$ cat config.mk
export PLATFORM = sky130hd
export DESIGN_NAME = call_register
export DESIGN_NICKNAME = d
export VERILOG_FILES = /design/src/rtl/call_register.sv
export SDC_FILE = /design/constraint.sdc
export NUM_CORES = 1
export LEC_CHECK = 0
export ABC_AREA = 1
export BUFFER_PORTS_ARGS = -buffer_cell sky130_fd_sc_hd__buf_2
export CAP_MARGIN = 15
export CORE_MARGIN = 8
export CORE_UTILIZATION = 52
export CTS_BUF_LIST = sky130_fd_sc_hd__clkbuf_4 sky130_fd_sc_hd__clkbuf_8 sky130_fd_sc_hd__clkbuf_16
export DETAILED_ROUTE_END_ITERATION = 16
export GPL_TIMING_DRIVEN = 0
export PLACE_DENSITY = 0.82
export SYNTH_ARGS = -nofsm -noshare
export SYNTH_HDL_FRONTEND = slang
export SYNTH_SLANG_ARGS = --single-unit
$ cat constraint.sdc
create_clock -name clk -period 1.9 [get_ports clk]
set_input_delay 0.475 -clock clk [delete_from_list [all_inputs] [get_ports clk]]
set_output_delay 0.475 -clock clk [all_outputs]
set_load 0.02 [all_outputs]
$ cat src/rtl/call_register.sv
// call_register: synchronises and debounces three active-low buttons, latches one
// pending request per floor and picks the next target floor with a SCAN policy.
module call_register #(
  parameter int DEBOUNCE_CYCLES = 4
) (
  input  logic       clk,
  input  logic       rst,
  input  logic       button1,
  input  logic       button2,
  input  logic       button3,
  input  logic       floor1,
  input  logic       floor2,
  input  logic       floor3,
  input  logic       door,
  output logic       req1,
  output logic       req2,
  output logic       req3,
  output logic [1:0] target,
  output logic       target_valid,
  output logic       dir_up
);

  localparam logic [7:0] DB_LIMIT = 8'(DEBOUNCE_CYCLES);

  logic [2:0] btn_raw, sync1, sync2, db, press;
  logic [7:0] cnt [0:2];
  logic [2:0] flr, req;
  logic [1:0] cur, up_pick, dn_pick, tgt_nxt;
  logic       dir_nxt;

  assign btn_raw = {button3, button2, button1};
  assign flr     = {floor3, floor2, floor1};

  // A press pulse is emitted only on the debounced released->pressed transition.
  always_ff @(posedge clk or posedge rst) begin
    if (rst) begin
      sync1 <= 3'b111;
      sync2 <= 3'b111;
      db    <= 3'b111;
      press <= 3'b000;
      for (int i = 0; i < 3; i++) cnt[i] <= 8'd0;
    end else begin
      sync1 <= btn_raw;
      sync2 <= sync1;
      press <= 3'b000;
      for (int i = 0; i < 3; i++) begin
        if (sync2[i] == db[i]) begin
          cnt[i] <= 8'd0;
        end else if (cnt[i] + 8'd1 == DB_LIMIT) begin
          db[i]    <= sync2[i];
          cnt[i]   <= 8'd0;
          press[i] <= db[i];
        end else begin
          cnt[i] <= cnt[i] + 8'd1;
        end
      end
    end
  end

  // Clear beats set, so a press at the open-door floor is dropped.
  always_ff @(posedge clk or posedge rst) begin
    if (rst) req <= 3'b000;
    else     req <= (req | press) & ~({3{door}} & flr);
  end

  assign req1 = req[0];
  assign req2 = req[1];
  assign req3 = req[2];

  always_comb begin
    cur = 2'd0;
    case (flr)
      3'b001:  cur = 2'd1;
      3'b010:  cur = 2'd2;
      3'b100:  cur = 2'd3;
      default: cur = 2'd0;
    endcase
  end

  always_comb begin
    up_pick = 2'd0;
    dn_pick = 2'd0;
    case (cur)
      2'd1: up_pick = req[1] ? 2'd2 : (req[2] ? 2'd3 : 2'd0);
      2'd2: begin
        up_pick = req[2] ? 2'd3 : 2'd0;
        dn_pick = req[0] ? 2'd1 : 2'd0;
      end
      2'd3: dn_pick = req[1] ? 2'd2 : (req[0] ? 2'd1 : 2'd0);
      default: ;
    endcase
  end

  // cur==0 means the floor inputs are not one-hot: hold everything.
  always_comb begin
    tgt_nxt = target;
    dir_nxt = dir_up;
    if (cur != 2'd0) begin
      if (|(req & flr) && !door) tgt_nxt = cur;
      else if (dir_up)           tgt_nxt = (up_pick != 2'd0) ? up_pick : dn_pick;
      else                       tgt_nxt = (dn_pick != 2'd0) ? dn_pick : up_pick;
      if (tgt_nxt != 2'd0 && tgt_nxt > cur)      dir_nxt = 1'b1;
      else if (tgt_nxt != 2'd0 && tgt_nxt < cur) dir_nxt = 1'b0;
    end
  end

  always_ff @(posedge clk or posedge rst) begin
    if (rst) begin
      target       <= 2'd0;
      target_valid <= 1'b0;
      dir_up       <= 1'b1;
    end else begin
      target       <= tgt_nxt;
      target_valid <= (tgt_nxt != 2'd0);
      dir_up       <= dir_nxt;
    end
  end

endmodule

Word-level counts from Yosys, hierarchy flattened
Index checks and enable logic that the tools add are counted.

$lt $le $gt $ge: 2. Muxes and demuxes: 27. Equality and inequality tests: 12. Reductions and logical operators: 15. $add $sub $neg: 3. Bitwise operators: 8.

Operators by type and width (number): $mux W8 (6); $add A8 B1 Y8 const B (3); $eq A8 B3 Y1 const B (3); $mux W2 (9); $reduce_bool A2 Y1 (6); $and A3 B3 Y3 (3); $mux W1 (9); $pmux W2 S2 (2); $reduce_and A2 Y1 (4); $pmux W2 S3 (1); $eq A2 B2 Y1 const B (2); $eq A1 B1 Y1 (3); $eq A3 B1 Y1 const B (1); $eq A3 B2 Y1 const B (1); $eq A3 B3 Y1 const B (1); $logic_and A1 B1 Y1 (3); $not A1 Y1 (3); $not A3 Y3 (1); $or A3 B3 Y3 (1); $reduce_or A3 Y1 (1); $eq A2 B1 Y1 const B (1); $gt A2 B2 Y1 (1); $lt A2 B2 Y1 (1); $logic_not A1 Y1 (1).

Flip-flop bits (word level): 43. Output and inout port bits: 7. Bits of input ports: 9.

Depth between registers and ports, before layout
Word-level depth: 13. Mapped depth: 21.

Worst setup path before layout
Ideal clock, no wire load.

Kind: input-to-reg. Start: in floor3. End: reg dir_up. Slack: -0.633 ns. Data arrival time: 2.458 ns. Path buffers: 1. Setup time: 0.076 ns. Stages: 17. Cell sequence: buf_2 o21ai_0 ha_1 nand2_1 nand2_1 nand4_1 a21oi_1 nand2_1 nand2_2 inv_2 ha_1 a21oi_1 inv_1 nor2_1 nand2_1 nand2_1 nand2_1.

Word-level cells in the longest chain between the ends: 13.

RTL lines: start, declared (line 13) `input logic floor3,`; $eq A3 B3 Y1 (tied with other cells) (line 72) `case (flr)`; $pmux W2 S3 (line 72); $eq A2 B2 Y1 / $eq A2 B1 Y1 (equally long branches) (line 83) `case (cur)`; $pmux W2 S2 (line 83); $reduce_bool A2 Y1, on equally long branches (line 101, 100); $mux W2, on equally long branches (line 101, 100); $mux W2 (line 100) `else if (dir_up) tgt_nxt = (up_pick != 2'd0) ? up_pick : dn_pick;`; $mux W2 (line 99) `if (|(req & flr) && !door) tgt_nxt = cur;`; $mux W2 (line 98) `if (cur != 2'd0) begin`; $gt A2 B2 Y1 (tied with other cells) (line 102) `if (tgt_nxt != 2'd0 && tgt_nxt > cur) dir_nxt = 1'b1;`; $logic_and A1 B1 Y1, on equally long branches (line 102, 103); $reduce_bool A2 Y1 (no line); $reduce_and A2 Y1 (no line); end signal, assigned (line 115) `dir_up <= dir_nxt;`; end, declared (line 20) `output logic dir_up`.

Several ways; a longest one is shown, not always the timed one. The select of a mux whose other input is x is not followed. A chain may end at the register's enable or synchronous reset.

Worst setup path in the final report
Start: in floor1. End: reg dir_up.

Word-level cells in the longest chain between the ends: 13.

RTL lines: start, declared (line 11) `input logic floor1,`; $eq A3 B3 Y1 (tied with other cells) (line 72); $pmux W2 S3 (line 72); $eq A2 B2 Y1 / $eq A2 B1 Y1 (equally long branches) (line 83); $pmux W2 S2 (line 83); $reduce_bool A2 Y1, on equally long branches (line 101, 100); $mux W2, on equally long branches (line 101, 100); $mux W2 (line 100); $mux W2 (line 99); $mux W2 (line 98); $gt A2 B2 Y1 (tied with other cells) (line 102); $logic_and A1 B1 Y1, on equally long branches (line 102, 103); $reduce_bool A2 Y1 (no line); $reduce_and A2 Y1 (no line).

Several ways; a longest one is shown, not always the timed one. The select of a mux whose other input is x is not followed.

==> flow_summary.yaml <==
cts:
  clockBufferDepth: 2
  cts-root-buf: "clkbuf_8"
  clk_pin_slew_ns: 0.08
  hold_buffers: 0
  cts_inserted_buffers: 5
  clock_sink_count: 43
  cts_tree: "built"
  clock_latency_ns: 0.30
  h-tree-depth: 2
detailed_routing:
  drc: 0
  first_pass_iters: 4
  wl_per_cell_um: 11.8
  wirelength_um: 3970
  vias: 1656
  dr.first_iter.drc_count: 75
  antenna_left: 0
  vias_per_cell: 4.91
critical_path:
  path_class: "in -> reg"
  crit_family: "simple AND/OR/NAND/NOR gates"
  critPathSlowestCell: "ha_4"
  startpoint_type: "primary input"
  endpoint_kind: "flop"
  crit_buf_inv: 5
  cp.required_ns: 2.14
  path_cells: "buf_12, a21oi_4, o21ai_4, inv_2, ha_4, inv_2, nand2_2, nand4_1, a21oi_1, nand2_1, nand2_2, inv_2, ha_4, a21oi_4, inv_2, nor2_2, nand2_1, nand2_1, nand2_1"
  crit_arrival_ns: 2.34
  path_max_fanout: 6
  cp_slowest_stage_delay_ns: 0.22
run_status:
  violations: "setup timing"
  outcome: "finished, violations left"
timing:
  fin_hold_ws_ns: 0.275
  fin_setup_tns_ns: -0.215
  worst_slack_ns: -0.203
  finClkSkew_ns: 0.00950
  clock.fmax_mhz: 475
  hold_violations: 0
  finalSetupViolCount: 2
  period_needed_ns: 2.10
  rsz0062_at_grt: "true"
  max_slew_margin: 0.432
  finalCritPeriodShare: 1.11
  finalMaxSlewViolations: 0
  worst_slew_pin_slew_ns: 0.851
worst_hold_path:
  hold_class: "in -> reg"
grt:
  grt_remaining_overflow: 0
  grt_pass1_wl_um: 6810
  grt_max_degree: 44
  grt_use_total: 0.134
  grt_pass1_vias: 1670
  antenna_found_initial: 0
pwr:
  leakage_uw: 0.00130
  p_total_uw: 2400
  intPower_uw: 1580
  power.share.combinational: 0.268
  power.share.clock: 0.232
  p_seq_frac: 0.500
  power_density_mw_per_mm2: 908
  peakVddDrop_mv: 0.423
  swShare: 0.344
  p_switching_uw: 827
placement:
  gp_congestion: 0.790
  dp_cells: 324
  dp_hpwl_um: 2840
  io_buffer_count: 14
logic_synthesis:
  yosys-top-cells-area: "dfrtp_1 (37%), dfstp_2 (12%), nand2_1 (8.2%), inv_1 (6.9%), ha_1 (6.2%)"
  syn-cell-area_mm2: 0.00223
  synth_cells: 258
  syn_nets: 278
  synth_top_area_frac: 0.370
  synth_cell_type_count: 24
  synth-seq-area-share: 0.488
  avgSynthCellArea_um2: 8.64
  yosysWarnings: 0
  ys_seq_elements: 43
  yosysTopAreaCell: "dfrtp_1"
floorplanning:
  dieArea_mm2: 0.00664
  die_x_um: 81.5
  start_util: 0.527
  ios: 16
  chipHeight_um: 81.5
  core_mm2: 0.00423
  rows: 24
finish:
  area_delta_synth_final_pct: 18.8
  final_common_cell: "nand2_1"
  fin_nets: 304
  drive_above_1_share: 0.284
  postLayoutCoreUtil: 0.626
  antenna_cells: 0
  stdcell_count: 337
  final_cell_mix: "nand2_1 (46), inv_1 (36), nor2_1 (34)"
run:
  maxCapViolCount: 0
==> routing by layer <==
layer	vias up	GRT usage	wire, um
met5	-	0	0
met1	773	0.135	1720
met3	8	0.0372	145
li1	845	-	-
met4	0	0.0839	103
met2	30	0.238	2000
==> synth_stat cells <==
cell,n
a21oi_1,11
a21oi_2,1
and3_1,2
buf_2,1
dfrtp_1,33
dfstp_2,10
ha_1,11
inv_1,41
inv_2,2
nand2_1,49
nand2_2,10
nand3_1,13
nand3_2,2
nand3b_1,1
nand4_1,3
nor2_1,35
nor2_2,5
nor2_4,2
nor3_2,3
nor3b_1,2
o21ai_0,2
o21ai_1,1
xnor2_1,9
xor2_1,9
==> what timing repair did <==
action                                  4_1_cts  5_1_grt
buffers inserted                              4        1
gates resized for setup                       8        6
endpoints found under the setup margin        1        3
pin swaps                                    10        7
==> worst reg2reg max path, cell delays in order (launching register included) <==
cell	delay [ns]
dfrtp_1	0.44
inv_1	0.11
nand3_1	0.07
nand2_1	0.08
nand2_2	0.06
nand2_1	0.05
nand2_1	0.06
nand2_1	0.05
nand2_1	0.06
nand2_2	0.09
inv_2	0.06
ha_4	0.22
a21oi_4	0.13
inv_2	0.04
nor2_2	0.09
nand2_1	0.06
nand2_1	0.05
nand2_1	0.04
==> flip-flops by register name (all words and copies together) (netlist names) <==
name	count
req	3
target	2
dir_up	1
db	3
cnt	24
sync2	3
press	3
sync1	3
target_valid	1
==> power by group through the flow <==
stage | registers [uW] | logic, uW | clock network, uW
after detailed placement | 1220 | 621 | 0
after floorplan | 1230 | 454 | 0
after global placement | 1210 | 589 | 0
after global routing | 1220 | 732 | 620
final | 1200 | 645 | 558
after CTS | 1200 | 635 | 575
==> stage by stage <==
step | setup WS (ns) | instance area (um2)
3_5_place_dp | -0.666 | 2490
2_1_floorplan | -0.372 | 2350
4_1_cts | -0.237 | 2620
3_3_place_gp | -0.605 | 2490
6_report | -0.203 | 2650
5_1_grt | -0.399 | 2650
==> worst paths after layout <==
check / start / end / slack, ns / cells past startpoint
min reg2reg: sync1[2]$_DFF_PP1_ / sync2[2]$_DFF_PP1_ / 0.36 / 0
max reg2reg: req[1]$_DFF_PP0_ / dir_up$_DFFE_PP1P_ / 0.08 / 17
min: button3 / sync1[2]$_DFF_PP1_ / 0.27 / 1
max in group asynchronous: rst / cnt[18]$_DFF_PP0_ / 1.02 / 2
min in group asynchronous: rst / target[0]$_DFF_PP0_ / 0.35 / 2
max: floor1 / dir_up$_DFFE_PP1P_ / -0.20 / 19
==> final cells by class <==
type                       count  area, um2
buffer                         1       20.0
clock buffer                   5       68.8
clock inverter                 3       15.0
fill                         349       1590
inverter                      43        164
multi-input combinational    171       1100
sequential                    43       1090
tap                           52       65.1
timing repair buffer          19        129
==> cell families after synthesis <==
family | after synthesis | share of synthesized area
compound gates | 15 | 0.0354
xor+xnor | 18 | 0.0707
fa+ha+maj | 11 | 0.0617
buf+inv | 44 | 0.0746
flops | 43 | 0.488
simple gates | 127 | 0.269
No activity file was read; power rests on OpenSTA's default activity.
